[src/rtl/sysbus_arbiter_if.sv]
// Shared system-bus signals between the MARIA/CPU side (master) and sysbus_arbiter (slave).
// Handshake: dma_req is a level request held by MARIA; the bus belongs to MARIA only while dma_grant is high.
`timescale 1ns/1ps
interface sysbus_arbiter_if #(
    parameter int CS_W = 4
);
    logic            pclk_0;
    logic            dma_req;
    logic [15:0]     dma_addr;
    logic [15:0]     cpu_addr;
    logic            cpu_rw;
    logic [CS_W-1:0] cs_in;
    logic [15:0]     ab_out;
    logic            rw_out;
    logic            halt_b;
    logic            dma_grant;
    logic            dma_latch;
    logic [CS_W-1:0] cs_rd;
    logic            wr_block;
    logic            starved;

    modport slave (
        input  pclk_0, dma_req, dma_addr, cpu_addr, cpu_rw, cs_in,
        output ab_out, rw_out, halt_b, dma_grant, dma_latch, cs_rd, wr_block, starved
    );

    modport master (
        output pclk_0, dma_req, dma_addr, cpu_addr, cpu_rw, cs_in,
        input  ab_out, rw_out, halt_b, dma_grant, dma_latch, cs_rd, wr_block, starved
    );
endinterface

[src/rtl/sysbus_arbiter.sv]
// Hands the system bus between the 6502 and MARIA DMA, halting the CPU on a phi0 boundary.
// Optional burst-length starvation guard: define STARVE_GUARD_EN.
`timescale 1ns/1ps
module sysbus_arbiter #(
    parameter int CS_W        = 4,
    parameter int TAIL_CYCLES = 1,
    parameter int MAX_BURST   = 255
) (
    input  logic               sysclk_7_143,
    input  logic               rst,
    sysbus_arbiter_if.slave    bus,
    output logic [2:0]         dbg_state_o,
    output logic [7:0]         dbg_burst_o
);
`ifdef STARVE_GUARD_EN
    typedef enum logic [2:0] {
        IDLE = 3'd0, SYNC = 3'd1, DMA = 3'd2, TAIL = 3'd3, RESUME = 3'd4
    } state_t;
    localparam logic [7:0] BURST_LAST = 8'(MAX_BURST - 1);
`else
    typedef enum logic [2:0] {
        IDLE = 3'd0, SYNC = 3'd1, DMA = 3'd2, TAIL = 3'd3
    } state_t;
`endif

    localparam logic [1:0] TAIL_LOAD = 2'(TAIL_CYCLES - 1);

    if (TAIL_CYCLES < 1 || TAIL_CYCLES > 3) begin : g_bad_tail
        $error("sysbus_arbiter: TAIL_CYCLES out of range 1-3");
    end
    if (MAX_BURST < 2 || MAX_BURST > 255) begin : g_bad_burst
        $error("sysbus_arbiter: MAX_BURST out of range 2-255");
    end

    state_t          state_q;
    logic            p0_q;
    logic            boundary;
    logic            halt_q;
    logic            grant_q;
    logic            latch_q;
    logic            starved_q;
    logic [1:0]      tail_q;
    logic [7:0]      burst_q;
    logic [7:0]      burst_inc;
    logic [CS_W-1:0] cs_q;
`ifdef STARVE_GUARD_EN
    logic            cut_q;
    logic            seen_q;
`endif

    assign boundary  = bus.pclk_0 & ~p0_q;
    assign burst_inc = (burst_q == 8'hFF) ? burst_q : burst_q + 8'd1;

    always_ff @(posedge sysclk_7_143 or posedge rst) begin
        if (rst) begin
            state_q   <= IDLE;
            p0_q      <= 1'b0;
            halt_q    <= 1'b1;
            grant_q   <= 1'b0;
            latch_q   <= 1'b0;
            starved_q <= 1'b0;
            tail_q    <= 2'd0;
            burst_q   <= 8'd0;
            cs_q      <= '0;
`ifdef STARVE_GUARD_EN
            cut_q     <= 1'b0;
            seen_q    <= 1'b0;
`endif
        end else begin
            p0_q      <= bus.pclk_0;
            cs_q      <= bus.cs_in;
            latch_q   <= grant_q;
            starved_q <= 1'b0;
            case (state_q)
                IDLE: begin
                    if (bus.dma_req) begin
                        state_q <= SYNC;
                        halt_q  <= 1'b0;
                    end
                end
                SYNC: begin
                    // A dropping request beats a coincident boundary.
                    if (!bus.dma_req) begin
                        state_q <= IDLE;
                        halt_q  <= 1'b1;
                    end else if (boundary) begin
                        state_q <= DMA;
                        grant_q <= 1'b1;
                        burst_q <= 8'd0;
                    end
                end
                DMA: begin
                    burst_q <= burst_inc;
`ifdef STARVE_GUARD_EN
                    if (burst_q == BURST_LAST) begin
                        state_q   <= TAIL;
                        tail_q    <= TAIL_LOAD;
                        cut_q     <= 1'b1;
                        starved_q <= 1'b1;
                    end else
`endif
                    if (!bus.dma_req) begin
                        state_q <= TAIL;
                        tail_q  <= TAIL_LOAD;
                    end
                end
                TAIL: begin
`ifdef STARVE_GUARD_EN
                    if (bus.dma_req && !cut_q) begin
                        state_q <= DMA;
                    end else if (tail_q == 2'd0) begin
                        state_q <= cut_q ? RESUME : IDLE;
                        cut_q   <= 1'b0;
                        seen_q  <= 1'b0;
                        halt_q  <= 1'b1;
                        grant_q <= 1'b0;
                    end else begin
                        tail_q <= tail_q - 2'd1;
                    end
`else
                    if (bus.dma_req) begin
                        state_q <= DMA;
                    end else if (tail_q == 2'd0) begin
                        state_q <= IDLE;
                        halt_q  <= 1'b1;
                        grant_q <= 1'b0;
                    end else begin
                        tail_q <= tail_q - 2'd1;
                    end
`endif
                end
`ifdef STARVE_GUARD_EN
                RESUME: begin
                    // Second boundary guarantees the CPU one full cycle.
                    if (boundary) begin
                        if (seen_q) state_q <= IDLE;
                        else        seen_q  <= 1'b1;
                    end
                end
`endif
                default: begin
                    state_q <= IDLE;
                    halt_q  <= 1'b1;
                    grant_q <= 1'b0;
                end
            endcase
        end
    end

    assign bus.ab_out    = grant_q ? bus.dma_addr : bus.cpu_addr;
    assign bus.rw_out    = grant_q | bus.cpu_rw;
    assign bus.halt_b    = halt_q;
    assign bus.dma_grant = grant_q;
    assign bus.dma_latch = latch_q;
    assign bus.wr_block  = grant_q | latch_q;
    assign bus.cs_rd     = (grant_q | latch_q) ? cs_q : bus.cs_in;
    assign bus.starved   = starved_q;
    assign dbg_state_o   = state_q;
    assign dbg_burst_o   = burst_q;
endmodule

[src/flat_wrapper.sv]
// flat-port wrapper written by rule: the top's interface ports become plain ports
module sysbus_arbiter_flat 
#(
    parameter int CS_W        = 4,
    parameter int TAIL_CYCLES = 1,
    parameter int MAX_BURST   = 255
)
  (sysclk_7_143, rst, dbg_state_o, dbg_burst_o, bus_pclk_0, bus_dma_req, bus_dma_addr, bus_cpu_addr, bus_cpu_rw, bus_cs_in, bus_ab_out, bus_rw_out, bus_halt_b, bus_dma_grant, bus_dma_latch, bus_cs_rd, bus_wr_block, bus_starved);
  sysbus_arbiter_if #(.CS_W(CS_W)) bus_i ();
  input  logic sysclk_7_143;
  input  logic rst;
  output logic [2:0] dbg_state_o;
  output logic [7:0] dbg_burst_o;
  input wire logic [$bits(bus_i.pclk_0)-1:0] bus_pclk_0;
  input wire logic [$bits(bus_i.dma_req)-1:0] bus_dma_req;
  input wire logic [$bits(bus_i.dma_addr)-1:0] bus_dma_addr;
  input wire logic [$bits(bus_i.cpu_addr)-1:0] bus_cpu_addr;
  input wire logic [$bits(bus_i.cpu_rw)-1:0] bus_cpu_rw;
  input wire logic [$bits(bus_i.cs_in)-1:0] bus_cs_in;
  output wire logic [$bits(bus_i.ab_out)-1:0] bus_ab_out;
  output wire logic [$bits(bus_i.rw_out)-1:0] bus_rw_out;
  output wire logic [$bits(bus_i.halt_b)-1:0] bus_halt_b;
  output wire logic [$bits(bus_i.dma_grant)-1:0] bus_dma_grant;
  output wire logic [$bits(bus_i.dma_latch)-1:0] bus_dma_latch;
  output wire logic [$bits(bus_i.cs_rd)-1:0] bus_cs_rd;
  output wire logic [$bits(bus_i.wr_block)-1:0] bus_wr_block;
  output wire logic [$bits(bus_i.starved)-1:0] bus_starved;
  assign bus_i.pclk_0 = bus_pclk_0;
  assign bus_i.dma_req = bus_dma_req;
  assign bus_i.dma_addr = bus_dma_addr;
  assign bus_i.cpu_addr = bus_cpu_addr;
  assign bus_i.cpu_rw = bus_cpu_rw;
  assign bus_i.cs_in = bus_cs_in;
  assign bus_ab_out = bus_i.ab_out;
  assign bus_rw_out = bus_i.rw_out;
  assign bus_halt_b = bus_i.halt_b;
  assign bus_dma_grant = bus_i.dma_grant;
  assign bus_dma_latch = bus_i.dma_latch;
  assign bus_cs_rd = bus_i.cs_rd;
  assign bus_wr_block = bus_i.wr_block;
  assign bus_starved = bus_i.starved;
  sysbus_arbiter #(.CS_W(CS_W), .TAIL_CYCLES(TAIL_CYCLES), .MAX_BURST(MAX_BURST)) u_core (.sysclk_7_143(sysclk_7_143), .rst(rst), .bus(bus_i), .dbg_state_o(dbg_state_o), .dbg_burst_o(dbg_burst_o));
endmodule
[config.mk]
export PLATFORM = sky130hd
export DESIGN_NAME = sysbus_arbiter_flat
export DESIGN_NICKNAME = d
export VERILOG_FILES = /design/src/rtl/sysbus_arbiter_if.sv /design/src/rtl/sysbus_arbiter.sv /design/src/flat_wrapper.sv
export SDC_FILE = /design/constraint.sdc
export NUM_CORES = 1
export LEC_CHECK = 0
export CAP_MARGIN = 5
export CORE_AREA = 2 2 71 73
export CTS_CLUSTER_DIAMETER = 100
export CTS_CLUSTER_SIZE = 8
export DETAILED_ROUTE_END_ITERATION = 10
export DIE_AREA = 0 0 73 75
export PLACE_DENSITY = 0.58
export RECOVER_POWER = 100
export SLEW_MARGIN = 5
export SYNTH_ARGS = -nofsm -noshare
export SYNTH_HDL_FRONTEND = slang
export SYNTH_SLANG_ARGS = --single-unit
[constraint.sdc]
create_clock -name sysclk_7_143 -period 2.6 [get_ports sysclk_7_143]
set_input_delay 0.26 -clock sysclk_7_143 [delete_from_list [all_inputs] [get_ports sysclk_7_143]]
set_output_delay 0.26 -clock sysclk_7_143 [all_outputs]
set_load 0.03 [all_outputs]
==> results.md, run 1 <==
- Die X: 73 um
- Register bit total from synthesis: 20
- Slowest stage delay, CP: 0.60 ns
- Hold Violations, Final: 0
- Antenna violations before repair: 0
- Maxcap violations: 0
- Detailed Route WL: 3279 um
- DRC: 0
- Avg Synthesized Cell Area: 10.06 sq um
- Hold_buf cts: 0
- Fill cell count: 433
- GRT Total Usage: 12.58%
- Post-route cell area: 2034 sq um
- Top cells by area, synth: dfrtp_1 39%, mux2_2 18%, nand3_1 3.7%
- Setup Fix Bufs, Post-CTS: 0
- Critical path, cell by cell: nor2_1 -> mux2_2 -> clkdlybuf4s50_1
- Via count: 1,191
- Lkg Pwr: 0.8759 nW
- Sequential-to-total area share from yosys stat: 41.21%
- CTS Sinks: 20
- Clock latency on the worst-skew pair: 0.26 ns
- Io pins: 78
- RSZ-0062 raised after global routing: no
- CP arrival: 2.18 ns
- Worst-Margin Slew: 0.7703 ns
- WP data required: 2.34 ns
- Initial Util: 26.12%
- Multi-input logic area: 633.1 sq um
- Final Max Slew Viols: 0
- Minimum clock period: 2.439 ns
- Number of global-route vias before repair: 1,260
- First-pass GRT wire length: 5278 um
- Synth Cell Area: 1217 sq um
- Total grt overflow: 0
- Fmax: 409.9 MHz
- HPWL reported at the end of detailed placement: 2656 um
- Longest Clk Path Bufs: 2
- Run status: finished clean
- Worst setup EP type: output port
- Crit share post-route: 93.82%
- Post-CTS resize count: 0
- Share of layout cells above drive strength 1: 14.36%
- Most common cell after layout, fill and taps aside: clkdlybuf4s50_1
- Pwr Density: 885.6 nW/um^2
- Main synth FF type: dfrtp_1
- Clk root buf: clkbuf_8
- Ys async rst share: 100.0%
- Hold Path Class: flop to flop
- Clock-pin slew on the worst setup and hold paths: 0.07 ns
- Peak VDD IR: 0.3378 mV
- Final TNS setup: 0 ns
- Area grow syn2layout: 67.11%
- Post-synth EDFFs: 0
- Number of buffers created by CTS: 3
- Crit path buf inv count: 1
- Initial DRC Count: 51
- Syn. warnings: 0
- Commonest non-fill, non-tap cells in the layout: 38 x clkdlybuf4s50_1, 37 x dlygate4sd3_1, 20 x mux2_2, 19 x dfrtp_1
- Slowest cell on the critical path: clkdlybuf4s50_1
- Crit-path leading delay family: buffers and inverters
- Unique cell type count in the Yosys netlist: 37
- ANT nets after route: 0
- Largest area contributor in the netlist: dfrtp_1
- Max-slew headroom: 48.59%
- H-tree depth: 1
- Area occupied by registers: 501.7 sq um
- DR pass1 iterations: 4
- Core area: 4661 sq um
- Final net count: 239
- Top cell type's share of synthesized area: 39.05%
- CTS tree: built
- Via density per instance: 4.783
- Critical-path maximum fanout: 12
- Crit path launch type: flop
- Antenna cells: 0
- DR WL/cell: 13.17 um
- Rows: 25
- Largest net degree at the start of global routing: 21
- Port buffer count: 75
- Final number of setup-violating endpoints: 0
- Syn Inst Count: 121
- Cell area after placement: 1994 sq um
- Final GP Congestion: 0.7468
- Die Height: 75 um
- Clk_skew: 0.003998 ns
- Die area: 5475 sq um
- CP Class: flop to output port
Yosys cell counts (2+ instances only):
library cell and count:
o22ai_1 2, nand2_1 9, buf_2 3, nand2b_1 2, nand3_1 9, nor2_1 8
a21oi_1 6, ha_1 2, mux2_2 20, buf_4 2, o21ai_0 4, or2_1 2
dfrtp_1 19, buf_6 2, mux2i_1 2, o21ai_1 2, nor4_1 2, inv_1 5
a22o_1 2
layer usage:
metal	global-route usage, %	share of wire (%)	vias up
met3	3.614	9.8	5
met2	22.72	49	72
met4	6.584	2.0	0
met1	13.27	39	540
li1	-	-	574
met5	0	0	-
where the power goes:
group | internal (mW) | switching, mW
registers | 0.385 | 0.122
clock network | 0.135 | 0.101
logic | 0.470 | 0.589
total | 0.990 | 0.812
layout make-up:
cell class,instances,area share (%)
clock buffers,4,2.706
inverters,5,0.9225
multi-input cells,90,31.12
flip-flops and latches,20,24.66
well taps,54,3.321
repair buffers,76,37.27
worst reg2reg max path, cell delays in order, from the launching register on:
cell	delay (ns)
dfrtp_1	0.44
ha_1	0.26
and4_1	0.24
a41o_1	0.32
a21oi_1	0.18
mux2i_1	0.09
sequential cells by signal, summed over array words and instances (netlist names), named ones only:
name and cells:
u_core.dbg_burst_o 8, u_core.cs_q 4, u_core.tail_q 2, u_core.bus.dma_grant 1, u_core.bus.dma_latch 1, u_core.bus.halt_b 1, u_core.dbg_state_o 1, u_core.p0_q 1
kinds of logic (layout without fill, tap and decap cells):
kind of cell | count (synthesis) | count (layout) | synth area share, %
and+or+nand+nor | 42 | 42 | 18.19
DFF | 20 | 20 | 41.21
muxes | 22 | 22 | 20.14
other | 1 | 2 | 0.3080
AOI/OAI and AO/OA | 22 | 22 | 12.23
adders and majority gates | 2 | 2 | 2.055
buffers and inverters | 12 | 85 | 5.857
path summary, 6_finish.rpt:
path	from	endpoint	slack, ns	depth (start not counted)
min	u_core.tail_q[0]	u_core.tail_q[0]	0.47	1
max in group asynchronous	rst	u_core.dbg_burst_o[4]	1.54	2
max reg2reg	u_core.dbg_burst_o[0]	u_core.dbg_burst_o[2]	0.95	5
min in group asynchronous	rst	u_core.p0_q	0.58	2
max	u_core.bus.dma_grant	bus_cs_rd[1]	0.16	3
min reg2reg	u_core.tail_q[0]	u_core.tail_q[0]	0.47	1
stage by stage:
step                util, %  instances  setup slack (ns)  hold slack (ns)  power [mW]
finish                43.65        249            0.1606           0.4653       1.802
global placement      42.79        245            0.5450           0.4550       1.637
detailed placement    42.79        245            0.4218           0.4613       1.655
CTS                   43.97        249            0.1221           0.4584       1.902
floorplan                 -        122            0.9089           0.2231       1.199
global route          43.65        249           0.03592           0.5184       1.924
(Power assumes the default switching activity.)
==> run 2: changes to the inputs <==
--- a/config.mk
+++ b/config.mk
@@ -17,3 +17,4 @@
 export SYNTH_ARGS = -nofsm -noshare
 export SYNTH_HDL_FRONTEND = slang
 export SYNTH_SLANG_ARGS = --single-unit
+export TNS_END_PERCENT = 10
==> constraint.sdc (replaced) <==
create_clock -name sysclk_7_143 -period 2.4 [get_ports sysclk_7_143]
set_input_delay 0.24 -clock sysclk_7_143 [delete_from_list [all_inputs] [get_ports sysclk_7_143]]
set_output_delay 0.24 -clock sysclk_7_143 [all_outputs]
set_load 0.03 [all_outputs]
==> results.md, run 2 (synthesized netlist as in run 1, its figures left out) <==
- Run status: finished clean
- Crit path buf inv count: 1
- Crit-path leading delay family: buffers and inverters
- Port buffer count: 75
- DR pass1 iterations: 3
- Comb pwr share: 59.9%
- Final GP Congestion: 0.7620
- Hold_buf cts: 0
- Longest Clk Path Bufs: 2
- Peak VDD IR: 0.4073 mV
- First-pass GRT wire length: 5340 um
- RR Startpoint: u_core.dbg_burst_o[0]
- Crit path capture: bus_cs_rd[2]
- GRT Total Usage: 12.66%
- Share of total power in sequential cells: 27.0%
- DR WL/cell: 13.13 um
- CTS tree: built
- Crit share post-route: 94.03%
- Critical path, cell by cell: nor2_1 -> mux2_2 -> dlygate4sd3_1
- CTS Sinks: 20
- Final net count: 239
- Worst setup EP type: output port
- Setup WS pre-CTS: 0.4807 ns
- Total grt overflow: 0
- Sw Pwr: 879.5 uW
- Minimum clock period: 2.257 ns
- Critical path startpoint: u_core.bus.dma_grant
- Pwr Density: 958.4 nW/um^2
- R2r setup slk: 0.76 ns
- Slowest stage delay, CP: 0.68 ns
- Die area: 5475 sq um
- RSZ-0062 raised after global routing: no
- Max reg flops: 8
- Max-slew headroom: 49.52%
- ANT nets after route: 0
- CP Class: flop to output port
- Reg-to-reg endpoint: u_core.dbg_burst_o[2]
- Most common cell after layout, fill and taps aside: dlygate4sd3_1
- Lkg Pwr: 0.8761 nW
- HPWL reported at the end of detailed placement: 2690 um
- Final hold slack: 0.4669 ns
- Via count: 1,185
- Number of global-route vias before repair: 1,235
- Worst-Margin Slew: 0.7564 ns
- Io pins: 78
- Antenna violations before repair: 0
- Commonest non-fill, non-tap cells in the layout: 38 x dlygate4sd3_1, 37 x clkdlybuf4s50_1, 20 x mux2_2, 19 x dfrtp_1
- Via density per instance: 4.759
- Maxcap violations: 0
- Final number of setup-violating endpoints: 0
- Hold Path Class: flop to flop
- Crit path depth: 3
- Share of layout cells above drive strength 1: 14.36%
- Clock power frac: 13.0%
- Clock-pin slew on the worst setup and hold paths: 0.07 ns
- Fmax: 443.1 MHz
- DRC: 0
- Final TNS setup: 0 ns
- Clock latency on the worst-skew pair: 0.25 ns
- Final Max Slew Viols: 0
- H-tree depth: 1
- Hold Violations, Final: 0
- Core area: 4661 sq um
- Internal: 1.070 mW
- Initial DRC Count: 51
- Reg2reg path depth: 5
- Critical-path maximum fanout: 5
- WP data required: 2.16 ns
- Post-CTS resize count: 0
- Die Height: 75 um
- Slowest cell on the critical path: dlygate4sd3_1
- Initial Util: 26.12%
- Detailed Route WL: 3269 um
- CP arrival: 2.02 ns
- Final setup margin: 0.1432 ns
- Clk_skew: 0.0006870 ns
- Area grow syn2layout: 67.11%
- Number of buffers created by CTS: 3
- Setup Fix Bufs, Post-CTS: 0
- Largest net degree at the start of global routing: 22
- Sw frac: 45.10%
- Antenna cells: 0
- Die X: 73 um
- Clk root buf: clkbuf_8
- Crit path launch type: flop
- Rows: 25
## run 2: changes by cell type in the layout (fill, tap and decap cells not counted), sizes merged
cell and change:
clkdlybuf4s50 -1, dlygate4sd3 +1
## run 2: per-stage QoR
stage	power, mW	instances	utilization (%)	cell area, sq um
finish	1.950	249	43.65	2034
CTS	2.059	249	43.97	2049
floorplan	1.299	122	-	1221
detailed placement	1.792	245	42.79	1994
global route	2.077	249	43.65	2034
global placement	1.775	245	42.79	1994
## run 2: worst min-delay path by stage
stage	start	endpoint	slack, ns	depth (start not counted)
floorplan	rst	asynchronous set/reset pin	0.20	1
global placement	u_core.tail_q[0]	u_core.tail_q[0]	0.45	1
detailed placement	u_core.tail_q[0]	u_core.tail_q[0]	0.46	1
CTS	bus_cs_in[0]	u_core.cs_q[0]	0.44	1
global route	u_core.tail_q[0]	u_core.tail_q[0]	0.52	1
finish	u_core.tail_q[0]	u_core.tail_q[0]	0.47	1
## run 2: layout make-up
| cell class | count | area (sq um) |
|---|---|---|
| Tap cell | 54 | 67.56 |
| Inverter | 5 | 18.77 |
| Clock buffer | 4 | 55.05 |
| Timing Repair Buffer | 76 | 758.2 |
| Fill cell | 432 | 2626 |
| Sequential cell | 20 | 501.7 |
| Multi-Input combinational cell | 90 | 633.1 |
## run 2: routing by layer
layer	track usage [%]	up-vias	share of wire (%)
met5	0	-	0
met4	5.556	0	1.3
met2	23.42	60	51
li1	-	575	-
met1	13.42	548	38
met3	3.481	2	9.1
## run 2: power by group through the flow
stage                     registers, mW  clock network [mW]  logic [mW]
after global routing              0.551               0.278        1.25
after global placement            0.533                   0        1.24
after floorplan                   0.650                   0       0.649
after CTS                         0.534               0.265        1.26
final                             0.527               0.254        1.17
after detailed placement          0.539                   0        1.25
